## src/rtl/aes_pkg.sv

```systemverilog
// Shared types and constants for the AES round-constant sequencer.
package aes_pkg;

    typedef enum logic [1:0] {
        AES128      = 2'd0,
        AES192      = 2'd1,
        AES256      = 2'd2,
        AES_ILLEGAL = 2'd3
    } aes_mode_t;

    typedef enum logic [1:0] {
        ST_IDLE  = 2'd0,
        ST_PRIME = 2'd1,
        ST_EMIT  = 2'd2
    } rcon_state_t;

    localparam logic [7:0] AES_POLY = 8'h1B;

    // Number of round constants consumed by each key schedule; 0 flags an illegal mode.
    function automatic logic [3:0] RCON_COUNT(input aes_mode_t m);
        case (m)
            AES128:  return 4'd10;
            AES192:  return 4'd8;
            AES256:  return 4'd7;
            default: return 4'd0;
        endcase
    endfunction

endpackage

```

## src/rtl/gf_xtime_step.sv

```systemverilog
// One GF(2^8) doubling step, or its inverse, selected by inv.
// The inverse relies on POLY[0] being 1: a set LSB in the result can only come from the reduction.
module gf_xtime_step #(
    parameter int             W    = 8,
    parameter logic [W-1:0]   POLY = 8'h1B
) (
    input  logic [W-1:0] a,
    input  logic         inv,
    output logic [W-1:0] y
);

    logic [W-1:0] fwd_val;
    logic [W-1:0] bwd_val;

    assign fwd_val = {a[W-2:0], 1'b0} ^ (a[W-1] ? POLY : '0);
    assign bwd_val = a[0] ? ({1'b1, a[W-1:1]} ^ (POLY >> 1)) : {1'b0, a[W-1:1]};
    assign y       = inv ? bwd_val : fwd_val;

endmodule

```

## src/rtl/aes_rcon_seq.sv

```systemverilog
// Streams the AES key-schedule round constants, forward or reverse, without a lookup table.
//
//   state    | meaning
//   ---------+----------------------------------------------------------------
//   ST_IDLE  | waiting for start; rcon outputs forced to zero
//   ST_PRIME | reverse only: doubling 01 up to Rcon[N], valid held low
//   ST_EMIT  | presenting rcon/idx with valid; stepping on each accept
module aes_rcon_seq
    import aes_pkg::*;
#(
    parameter int           W          = 8,
    parameter logic [W-1:0] POLY       = AES_POLY,
    parameter bit           REVERSE_EN = 1'b1
) (
    input  logic         clk,
    input  logic         rst_n,
    input  logic         start,
    input  logic         abort,
    input  logic [1:0]   mode,
    input  logic         dir,
    output logic         rcon_valid,
    input  logic         rcon_ready,
    output logic [W-1:0] rcon,
    output logic [3:0]   rcon_idx,
    output logic         rcon_last,
    output logic         busy,
    output logic         done,
    output logic         err
);

    rcon_state_t  state_q, state_d;
    logic [W-1:0] rcon_q, rcon_d;
    logic [3:0]   idx_q, idx_d;
    logic [3:0]   n_q, n_d;
    logic         dir_q, dir_d;
    logic         done_q, done_d;
    logic         err_q, err_d;

    logic [W-1:0] step_val;
    logic         step_inv;
    logic         in_emit;
    logic         is_last;
    logic [3:0]   mode_n;

    // PRIME always doubles; EMIT walks back down only in reverse.
    assign step_inv = (state_q == ST_EMIT) && dir_q;

    gf_xtime_step #(
        .W    (W),
        .POLY (POLY)
    ) u_step (
        .a   (rcon_q),
        .inv (step_inv),
        .y   (step_val)
    );

    assign in_emit = (state_q == ST_EMIT);
    assign is_last = in_emit && (dir_q ? (idx_q == 4'd1) : (idx_q == n_q));
    assign mode_n  = RCON_COUNT(aes_mode_t'(mode));

    // Next-state, datapath update and pulse generation.
    always_comb begin
        state_d = state_q;
        rcon_d  = rcon_q;
        idx_d   = idx_q;
        n_d     = n_q;
        dir_d   = dir_q;
        done_d  = 1'b0;
        err_d   = 1'b0;

        if (abort) begin
            state_d = ST_IDLE;
        end else begin
            case (state_q)
                ST_IDLE: begin
                    if (start) begin
                        if (aes_mode_t'(mode) == AES_ILLEGAL) begin
                            err_d = 1'b1;
                        end else begin
                            n_d     = mode_n;
                            dir_d   = dir & REVERSE_EN;
                            rcon_d  = W'(1);
                            idx_d   = 4'd1;
                            state_d = (dir & REVERSE_EN) ? ST_PRIME : ST_EMIT;
                        end
                    end
                end
                ST_PRIME: begin
                    rcon_d = step_val;
                    idx_d  = idx_q + 4'd1;
                    if (idx_q + 4'd1 == n_q) begin
                        state_d = ST_EMIT;
                    end
                end
                ST_EMIT: begin
                    if (rcon_ready) begin
                        if (is_last) begin
                            state_d = ST_IDLE;
                            done_d  = 1'b1;
                        end else begin
                            rcon_d = step_val;
                            idx_d  = dir_q ? (idx_q - 4'd1) : (idx_q + 4'd1);
                        end
                    end
                end
                default: begin
                    state_d = ST_IDLE;
                end
            endcase
        end
    end

    // State and datapath registers.
    always_ff @(posedge clk or negedge rst_n) begin
        if (!rst_n) begin
            state_q <= ST_IDLE;
            rcon_q  <= W'(1);
            idx_q   <= 4'd0;
            n_q     <= 4'd0;
            dir_q   <= 1'b0;
            done_q  <= 1'b0;
            err_q   <= 1'b0;
        end else begin
            state_q <= state_d;
            rcon_q  <= rcon_d;
            idx_q   <= idx_d;
            n_q     <= n_d;
            dir_q   <= dir_d;
            done_q  <= done_d;
            err_q   <= err_d;
        end
    end

    // Stream outputs read zero outside EMIT so reset drops them immediately.
    assign rcon_valid = in_emit;
    assign rcon       = in_emit ? rcon_q : '0;
    assign rcon_idx   = in_emit ? idx_q : 4'd0;
    assign rcon_last  = is_last;
    assign busy       = (state_q == ST_PRIME) || in_emit;
    assign done       = done_q;
    assign err        = err_q;

endmodule

```

## config.mk

```make
export PLATFORM = sky130hd
export DESIGN_NAME = aes_rcon_seq
export DESIGN_NICKNAME = d
export VERILOG_FILES = /design/src/rtl/aes_pkg.sv /design/src/rtl/gf_xtime_step.sv /design/src/rtl/aes_rcon_seq.sv
export SDC_FILE = /design/constraint.sdc
export NUM_CORES = 1
export LEC_CHECK = 0
export BUFFER_PORTS_ARGS = -buffer_cell sky130_fd_sc_hd__buf_2
export CAP_MARGIN = 25
export CORE_UTILIZATION = 58
export CTS_BUF_LIST = sky130_fd_sc_hd__clkbuf_8
export CTS_CLUSTER_SIZE = 16
export DETAILED_ROUTE_END_ITERATION = 16
export PLACE_DENSITY = 0.82
export SYNTH_ARGS = -nofsm -noshare
export SYNTH_HDL_FRONTEND = slang
export SYNTH_HIERARCHICAL = 1
export SYNTH_SLANG_ARGS = --single-unit
```

## constraint.sdc

```tcl
create_clock -name clk -period 2.22 [get_ports clk]
set_input_delay 0.111 -clock clk [delete_from_list [all_inputs] [get_ports clk]]
set_output_delay 0.111 -clock clk [all_outputs]
set_load 0.1 [all_outputs]
```

==> summary.md <==
| Metric | Value |
|---|---|
| Run status | finished clean |
| Fin area | 1763 um2 |
| Arr. time, crit path | 2.07 ns |
| Final hold vios | 0 |
| Hold WS | 0.09980 ns |
| Synth Cell Area | 1491 um2 |
| Required time of the critical path | 2.11 ns |
| CP endpoint kind | output port |
| Max FO, Critical Path | 5 |
| Setup Crit Path Kind | reg -> out |
| WL/cell | 14.81 um |
| Clock buffer depth | 2 |
| Core Footprint | 2455 um2 |
| Final WL | 3511 um |
| Pin count of the biggest net entering global routing | 25 |
| Initial DRC Count | 50 |
| Post-DP HPWL | 2545 um |
| DP Area | 1695 um2 |
| Least-Margin Pin Slew | 0.4947 ns |
| Synth warn | 6 |
| Starting Density | 60.75% |
| PnR worst setup slack | 0.04082 ns |
| Critical Path, Cell by Cell | xor2_1 > or4_4 > o21ai_1 > and2_2 > buf_12 |
| Die X | 52.71 um |
| Storage cell area | 501.7 um2 |
| Fmax | 458.9 MHz |
| Worst hold path class | in -> reg |
| Synth-to-layout area growth | 18.20% |
| Post-synth EDFFs | 0 |
| Nets | 222 |
| Clk root buf | clkbuf_8 |
| RSZ-0062 raised after global routing | yes |
| CP Buf/Inv Count | 1 |
| Power Dens Cells | 1421 nW/um2 |
| CTS tree | built |
| Main synth FF type | dfrtp_1 |
| Drt drc | 0 |
| Leak pwr | 0.0007965 uW |
| Clock latency on the worst-skew pair | 0.26 ns |
| Critical Path Max Stage Delay | 0.59 ns |
| Gpl congestion | 0.8984 |
| Postcts setup bufs | 0 |
| Ratio of cells with drive above 1 in the final layout | 25.12% |
| Max-cap violations | 0 |
| FFs w/ async S/R, synth | 100.0% |
| Kind of cell adding the most delay to the critical path | simple AND/OR/NAND/NOR gates |
| Std-Cell Rows | 18 |
| CTS clk-pin slew, worst paths | 0.08 ns |
| GRT Total Usage | 28.58% |
| Via count | 1374 |
| Synthesized Nets | 192 |
| Fillers | 187 |
| I/O Buffers | 24 |
| Setup crit start kind | register |
| Initial antenna violation count | 0 |
| Die Y | 52.71 um |
| Mean area per synthesized cell | 8.379 um2 |
| Ant. Diodes | 0 |
| TritonCTS Buffers | 3 |
| Clock Sinks | 20 |
| Number of global-route vias before repair | 1277 |
| IO Count | 25 |
| Post-Synthesis Cells | 178 |
| Fin crit share | 98.16% |
| Gr ovfl total | 0 |
| Register area share after synthesis | 33.64% |
| First-pass GRT wire length | 5720 um |
| Endpoints failing setup | 0 |
| Final Skew | 0.002711 ns |
| Max VDD drop | 1.313 mV |
| Fin crit period | 2.179 ns |
| Crit path max-delay cell type | or4_4 |
| Multi-input gate area | 913.4 um2 |
| CTS HTree Levels | 1 |
| Setup WS pre-CTS | 0.1733 ns |
| Die area | 2778 um2 |
| Routed vias/inst | 5.797 |
| DRT Pass-1 Iters | 4 |
| Flops & latches, synth | 20 |
| Distinct cell type count after synthesis | 39 |
| Slew margin rel. | 67.25% |
| Post-route antenna net violation count | 0 |
| Final Max Tran Viols | 0 |
layer usage:
| metal | track usage [%] | up-vias | part of all wire [%] |
|---|---|---|---|
| li1 | - | 668 | - |
| met1 | 37.32 | 653 | 44 |
| met2 | 47.05 | 47 | 49 |
| met3 | 3.478 | 6 | 5.0 |
| met4 | 12.28 | 0 | 1.7 |
| met5 | 0 | - | 0 |
layout make-up:
cell class,instances,share of cell area [%]
sequential,20,28.46
inverter,8,1.703
tap,30,2.129
multi-input combinational,141,51.81
clock buffer,4,3.123
timing repair buffer,34,12.78
logic make-up (layout without fill, tap and decap cells):
kind of cell / Yosys count / count (layout) / synth area share (%)
flip-flops: 20 / 20 / 33.64
adder cells (fa/ha/maj): 6 / 6 / 5.033
buffers and inverters: 17 / 46 / 6.711
XOR/XNOR: 13 / 13 / 7.634
multiplexers: 6 / 6 / 4.614
AO/OA/AOI/OAI: 46 / 46 / 20.47
AND/OR/NAND/NOR: 70 / 70 / 21.90
synthesized netlist by cell type, drive strengths merged (3+ instances only):
cell type	number	area, um2
nand2	32	120.1
o21ai	24	120.1
dfrtp	19	475.5
nor2	14	52.55
and2	11	68.82
inv	8	30.03
xnor2	8	70.07
a21oi	7	35.03
ha	6	75.07
clkbuf	5	28.77
xor2	5	43.79
buf	4	41.29
mux2	4	48.79
nand2b	3	18.77
nand3	3	15.01
worst min-delay path: stages:
cell and delay, ns:
buf_2 0.12, nand2_1 0.05, nor3_1 0.04
flip-flops by register name (all words and copies together), names as in the netlist:
signal	flops
n_q	3
rcon_q	8
err	1
idx_q	4
done	1
state_q	2
dir_q	1
placed cells by master (no fill, tap or decap), drive strengths merged, types with 3 or more instances in the layout:
| cell | count |
|---|---|
| mux2 | 4 |
| nand2 | 32 |
| clkbuf | 4 |
| nor2 | 14 |
| buf | 33 |
| xnor2 | 8 |
| xor2 | 5 |
| nand3 | 3 |
| inv | 8 |
| nand2b | 3 |
| dfrtp | 19 |
| a21oi | 7 |
| ha | 6 |
| o21ai | 24 |
| and2 | 11 |
per-stage QoR:
stage	utilization (%)	power (uW)	std cells	setup TNS (ns)
after floorplan	-	1867	178	0
after global routing	71.81	2660	237	-0.05734
after global placement	69.06	2143	232	0
final	71.81	2504	237	0
after detailed placement	69.06	2193	232	0
after CTS	71.71	2487	237	0
power breakdown:
part	switching [uW]	total, uW	internal [uW]
Sequential	114	591	477
Clock	123	281	158
Combinational	1090	1630	546
what timing repair did:
action                     4_1_cts  5_1_grt
resized for setup                1        1
setup endpoints to repair        1        3
hold buffers                     1        0
cloned                           0        0
hold endpoints to repair        19        0
worst paths after layout:
kind                                        startpoint                endpoint  slack, ns  cells past startpoint
worst max-delay path                n_q[2]$_DFFE_PN0P_               rcon_last       0.04                      5
worst min-delay path                        rcon_ready          done$_DFF_PN0_        0.1                      3
worst max register to register  state_q[0]$_DFFE_PN0P_  state_q[0]$_DFFE_PN0P_       0.10                      8
worst min register to register      n_q[3]$_DFFE_PN0P_      n_q[3]$_DFFE_PN0P_       0.55                      2
max in group asynchronous                        rst_n   rcon_q[0]$_DFFE_PN1P_       1.55                      2
min in group asynchronous                        rst_n   rcon_q[6]$_DFFE_PN0P_       0.33                      2
(Power assumes the default switching activity.)
